`config.mk`:
```
export PLATFORM = sky130hd
export DESIGN_NAME = c3lib_sync_deglitch_edge
export DESIGN_NICKNAME = d
export VERILOG_FILES = /design/src/rtl/c3lib_sync_deglitch_edge.sv
export SDC_FILE = /design/constraint.sdc
export NUM_CORES = 1
export LEC_CHECK = 0
export ABC_CLOCK_PERIOD_IN_PS = 1970
export BUFFER_PORTS_ARGS = -buffer_cell sky130_fd_sc_hd__buf_2
export CAP_MARGIN = 10
export CELL_PAD_IN_SITES_DETAIL_PLACEMENT = 1
export CELL_PAD_IN_SITES_GLOBAL_PLACEMENT = 2
export CORE_ASPECT_RATIO = 1.75
export CORE_MARGIN = 2
export CORE_UTILIZATION = 30
export CTS_CLUSTER_SIZE = 16
export DETAILED_ROUTE_END_ITERATION = 7
export PLACE_DENSITY = 0.78
export SLEW_MARGIN = 20
export SYNTH_ARGS = -nofsm -noshare
export SYNTH_HDL_FRONTEND = slang
export SYNTH_SLANG_ARGS = --single-unit
```
`constraint.sdc`:
```
create_clock -name clk -period 1.97 [get_ports clk]
set_clock_uncertainty 0.1 [all_clocks]
set_input_delay 0.197 -clock clk [delete_from_list [all_inputs] [get_ports clk]]
set_output_delay 0.197 -clock clk [all_outputs]
set_load 0.01 [all_outputs]
```
`src/rtl/c3lib_sync_deglitch_edge.sv`:
```
// c3lib_sync_deglitch_edge: deglitch filter on a synchronized level with edge pulses and saturating event count
module c3lib_sync_deglitch_edge #(
  parameter logic RESET_VAL     = 1'b1,
  parameter int   FILTER_CYCLES = 4,
  parameter int   CNT_WIDTH     = 8
) (
  input  logic                 clk,
  input  logic                 rst,
  input  logic                 data_in,
  input  logic                 clr_cnt,
  output logic                 data_out,
  output logic                 rise_pulse,
  output logic                 fall_pulse,
  output logic [CNT_WIDTH-1:0] evt_cnt,
  output logic                 busy
);
  localparam int FW = $clog2(FILTER_CYCLES + 1);
  localparam logic [FW-1:0] FCNT_LAST = FW'(FILTER_CYCLES - 1);
  typedef enum logic {ST_STABLE, ST_QUALIFY} state_t;
  state_t               r_state, w_state_nxt;
  logic [FW-1:0]        r_fcnt, w_fcnt_nxt;
  logic                 r_data_out, r_rise, r_fall;
  logic [CNT_WIDTH-1:0] r_cnt, w_cnt_nxt;
  logic                 w_diff, w_commit;
  always_comb begin
    w_diff      = data_in != r_data_out;
    w_commit    = 1'b0;
    w_state_nxt = r_state;
    w_fcnt_nxt  = r_fcnt;
    if (r_state == ST_STABLE) begin
      if (w_diff && FILTER_CYCLES == 1) begin
        w_commit = 1'b1;
      end else if (w_diff) begin
        w_fcnt_nxt  = FW'(1);
        w_state_nxt = ST_QUALIFY;
      end
    end else begin
      if (!w_diff || r_fcnt == FCNT_LAST) begin
        w_commit    = w_diff;
        w_fcnt_nxt  = '0;
        w_state_nxt = ST_STABLE;
      end else begin
        w_fcnt_nxt = r_fcnt + FW'(1);
      end
    end
    // a commit coinciding with a clear restarts the count at 1 so the event is kept
    w_cnt_nxt = w_commit ? (clr_cnt ? CNT_WIDTH'(1) : (&r_cnt ? r_cnt : r_cnt + CNT_WIDTH'(1)))
                         : (clr_cnt ? '0 : r_cnt);
  end
  always_ff @(posedge clk) begin
    if (rst) begin
      r_state    <= ST_STABLE;
      r_fcnt     <= '0;
      r_data_out <= RESET_VAL;
      r_rise     <= 1'b0;
      r_fall     <= 1'b0;
      r_cnt      <= '0;
    end else begin
      r_state    <= w_state_nxt;
      r_fcnt     <= w_fcnt_nxt;
      r_data_out <= w_commit ? data_in : r_data_out;
      r_rise     <= w_commit & data_in;
      r_fall     <= w_commit & ~data_in;
      r_cnt      <= w_cnt_nxt;
    end
  end
  assign data_out   = r_data_out;
  assign rise_pulse = r_rise;
  assign fall_pulse = r_fall;
  assign evt_cnt    = r_cnt;
  assign busy       = r_state == ST_QUALIFY;
endmodule

```
Word-level counts from Yosys, hierarchy flattened
Index checks and enable logic that the tools add are counted.
Word-level totals
  logic and storage cells: 32
  register bits: 15
  input port bits: 4
  output and inout port bits: 12
Cells by class
  add/subtract/negate cells: 2
  equality and inequality tests: 3
  multiplexer cells: 12
  bitwise gates (word level): 3
  reduce and logical (&&, ||, !) cells: 6
Operator list (number)
  $mux 8: 4
  $mux 3: 3
  $add 8x1->8 const B: 1
  $reduce_and 8->1: 1
  $mux 1: 5
  $reduce_bool 2->1: 2
  $add 3x1->3 const B: 1
  $eq 3x2->1 const B: 1
  $and 1x1->1: 2
  $ne 2x2->1 const B: 1
  $reduce_and 2->1: 1
  $logic_not 1->1: 1
  $logic_or 1x1->1: 1
  $ne 1x1->1: 1
  $not 1->1: 1

Logic depth before layout (Yosys ltp)
  depth in word-level cells: 7
  gate-level depth with buffers: 6
  gate-level depth less buffers: 6

Least setup slack after synthesis
Ideal clock, no wire load.
  kind: reg2reg
  start: register r_fcnt[0]
  end: register r_cnt[4] (netlist: evt_cnt[4])
  clock period less this slack: 1668 ps
  data arrival time: 1498 ps
  cell stages (with the launch flop): 7
  required time: 1800 ps
  setup time: 70 ps
  path slack: 302 ps
  path through: dfxtp_1 -> ha_1 -> ha_1 -> and2_1 -> o211ai_4 -> or3_1 -> a21oi_1
On the way
  longest elaborated chain between the ends: 6
RTL lines
  start, declared: line 21  | logic [FW-1:0] r_fcnt, w_fcnt_nxt;
  start signal, assigned: line 60  | r_fcnt <= w_fcnt_nxt;
  $eq 3x2->1 (*): line 38  | if (!w_diff || r_fcnt == FCNT_LAST) begin
  $logic_or 1x1->1 (*): line 38
  $mux 1 (*): line 38
  $mux 1 (*): line 30  | if (r_state == ST_STABLE) begin
  $reduce_bool 2->1 (no line)
  $reduce_and 2->1 (no line)
  end signal, assigned: line 64  | r_cnt <= w_cnt_nxt;
  end, declared: line 23  | logic [CNT_WIDTH-1:0] r_cnt, w_cnt_nxt;
Mark *: on every way between the ends. The rest lies on a longest branch, timed or not.
A chain may end at the register's enable or synchronous reset.

Worst setup path in the final report
  start: register r_fcnt[0]
  end: register r_cnt[5] (netlist: evt_cnt[5])
Same word-level chain as after synthesis.

==> impl_results.md <==
* Worst rel slew slack at 0.693
* Clock Path Buffers at 2
* Ranking of synthesized cells by area: dfxtp_1 42%, ha_1 5.2%, a21oi_1 4.2%
* Layout area overhead at 24.1%
* Root Driver: clkbuf_8
* P_sw at ~0.00013 W
* Number of global-route vias before repair at roughly 710
* MaxCap Viol Count at 0
* Synthesized cell area at between 700 and 800 um^2
* Starting Density at 0.315
* Initial DRT Pass Iterations at 4
* Critical path startpoint category: flip-flop
* Period utilization at 0.935
* H-tree depth at 1
* Highest metal used: met4
* Ant diodes at 0
* Largest net degree at the start of global routing at 10
* Top_reg_cell synth: dfxtp_1
* EDFF count, synth at 0
* # hold bufs at CTS at 0
* Run status: finished clean
* WL met2 at 1100 um
* FMAX at around 540 MHz
* Die width at just over 40 um
* Vias at 680
* Unrepaired setup endpoints after global routing: true
* CP required at 2.01 ns
* Post-synth ARST share at 0
* Pwr/cell area at 665 nW/um^2
* Mapped Nets at 86
* Final Instance Area at ~900 um^2
* TritonCTS clock tree: yes
* Crit path time final at approximately 1.8 ns
* Tot GR Track Use at 0.168
* Clk sinks at 15
* Register area share after synthesis at 0.419
* Clock latency at the later pin of the worst-skew pair at approximately 0.24 ns
* Met1 WL at approximately 760 um
* Via density at 5.53
* Most frequent cells after synthesis: 15 x dfxtp_1, 6 x a21oi_1, 6 x nor2_1, 5 x nand2_1
* Core footprint at roughly 2300 um^2
* Final Setup Violations at 0
* Final Max Slew Viols at 0
* Area post-placement at around 830 um^2
* Critical Path Fanout Max at 6
* PostCTS Resize Cnt at 0
* Pleak at ~0.35 nW
* Comb power frac at 0.049
* Leading area contributor after synthesis: dfxtp_1
* Die Y at ~69 um
* Dpl hpwl at about 1500 um
* Yosys top cell area share at 0.419
* Average size of a mapped cell at between 9 and 10 um^2
* Most common cell in the synthesized netlist: dfxtp_1
* # rows at 23
* Ports at 16
* Kind of critical path: flip-flop to flip-flop
* Worst hold path class: primary input to flip-flop
* CP endpoint kind: flip-flop
* Setup TNS at 0 ns
* Synthesis Warnings at 0
* Final wirelength at ~2000 um
* Clock share of power at 0.426
* Final Wtd Congestion at 0.769
* Metal3 WL at 43 um
* Final Hold Fails at 0
* Pint at ~0.00046 W
* First-pass GRT wire length at 3200 um
* CP Data Arrival Time at between 1.5 and 2 ns
* GRT overflow at 0
* Drt wl/cell at approximately 16 um
* Final Non-Filler Cells at roughly 120
* DRC Markers at 0
* FF+latch count, synth at 15
* Reg clk slew, reported paths at 0.06 ns
* Number of cells after detailed placement at 119
* DR iter-0 viols at 3
* CTS buffer count at 3
* Reg power frac at 0.525
* Postcts setup bufs at 0
* Layout net count at between 100 and 150
* Measured slew at the worst slew-check pin at between 0.4 and 0.5 ns
* Sw Share at 0.221
* Max VDD drop at around 240 uV
* Mapped Cells at about 80
* Final ANT Viol Nets at 0
* DIE AREA at between 2000 and 3000 um^2
* Share of layout cells above drive strength 1 at 0.276
* IO Port Bufs at 15
* Hold WS at between 0.1 and 0.15 ns
* Synth unique cells at 29
* Antenna violations before repair at 0
==> layout make-up <==
| cell class | count | area (um^2) |
|---|---|---|
| Fill cell | 272 | 1380 |
| Multi-Input combinational cell | 59 | 412 |
| Sequential cell | 15 | 300 |
| Timing Repair Buffer | 17 | 90.1 |
| Clock buffer | 4 | 45.0 |
| Tap cell | 25 | 31.3 |
| Inverter | 3 | 11.3 |
==> worst paths after layout <==
path	slack [ns]	from	end	cells after the start
setup / recovery	0.13	r_fcnt[0]	evt_cnt[5]	6
hold / removal	0.12	data_in	fall_pulse	2
setup reg to reg	0.13	r_fcnt[0]	evt_cnt[5]	6
hold reg to reg	0.37	r_fcnt[1]	r_fcnt[1]	2
==> sequential cells by signal, summed over array words and instances, names as in the netlist <==
name / cells
r_fcnt: 3
data_out: 1
busy: 1
rise_pulse: 1
evt_cnt: 8
fall_pulse: 1
==> metal layers <==
| layer | track usage | vias to the layer above |
|---|---|---|
| met4 | 0.0917 | 0 |
| met2 | 0.307 | 10 |
| li1 | - | 333 |
| met3 | 0.0288 | 4 |
| met5 | 0 | - |
| met1 | 0.164 | 333 |
==> cell usage in the layout (no fill, tap or decap), drive strengths merged, types with 2 or more instances in the layout <==
cell type,count
a21oi,6
and3,2
buf,17
clkbuf,4
dfxtp,15
ha,3
inv,3
mux2i,2
nand2,5
nand3,3
nand4,3
nor2,6
nor3,4
nor4,2
nor4b,3
o211ai,2
o21ai,4
or3,3
==> cells by family after synthesis <==
logic type               Yosys count  share of synthesized area
XOR/XNOR                           2                     0.0349
AO/OA/AOI/OAI                     16                      0.157
flip-flops                        15                      0.419
AND/OR/NAND/NOR                   36                      0.283
adder cells (fa/ha/maj)            3                     0.0524
multiplexers                       2                     0.0279
buffers and inverters              5                     0.0262
==> critical path: stages (launching register included) <==
cell and delay (ns):
dfxtp_1 0.36, ha_1 0.17, ha_1 0.24, nand2_1 0.18
nor4_2 0.40, mux2i_1 0.25, nor2_1 0.05
==> metrics by stage <==
stage | util | total power (W) | worst slack [ns]
final | 0.391 | 0.000592 | 0.128
after detailed placement | 0.365 | 0.000346 | 0.0775
after floorplan | - | 0.000333 | 0.302
after global placement | 0.365 | 0.000345 | 0.155
after CTS | 0.385 | 0.000596 | 0.0340
after global routing | 0.391 | 0.000615 | -0.00108
==> power by group through the flow <==
stage	registers, W	logic (W)	clock network (W)
4_1_cts	0.000311	0.0000289	0.000256
2_1_floorplan	0.000317	0.0000157	0
5_1_grt	0.000311	0.0000320	0.000271
3_5_place_dp	0.000317	0.0000287	0
3_3_place_gp	0.000317	0.0000280	0
6_report	0.000311	0.0000290	0.000252
No activity file was read; power rests on OpenSTA's default activity.
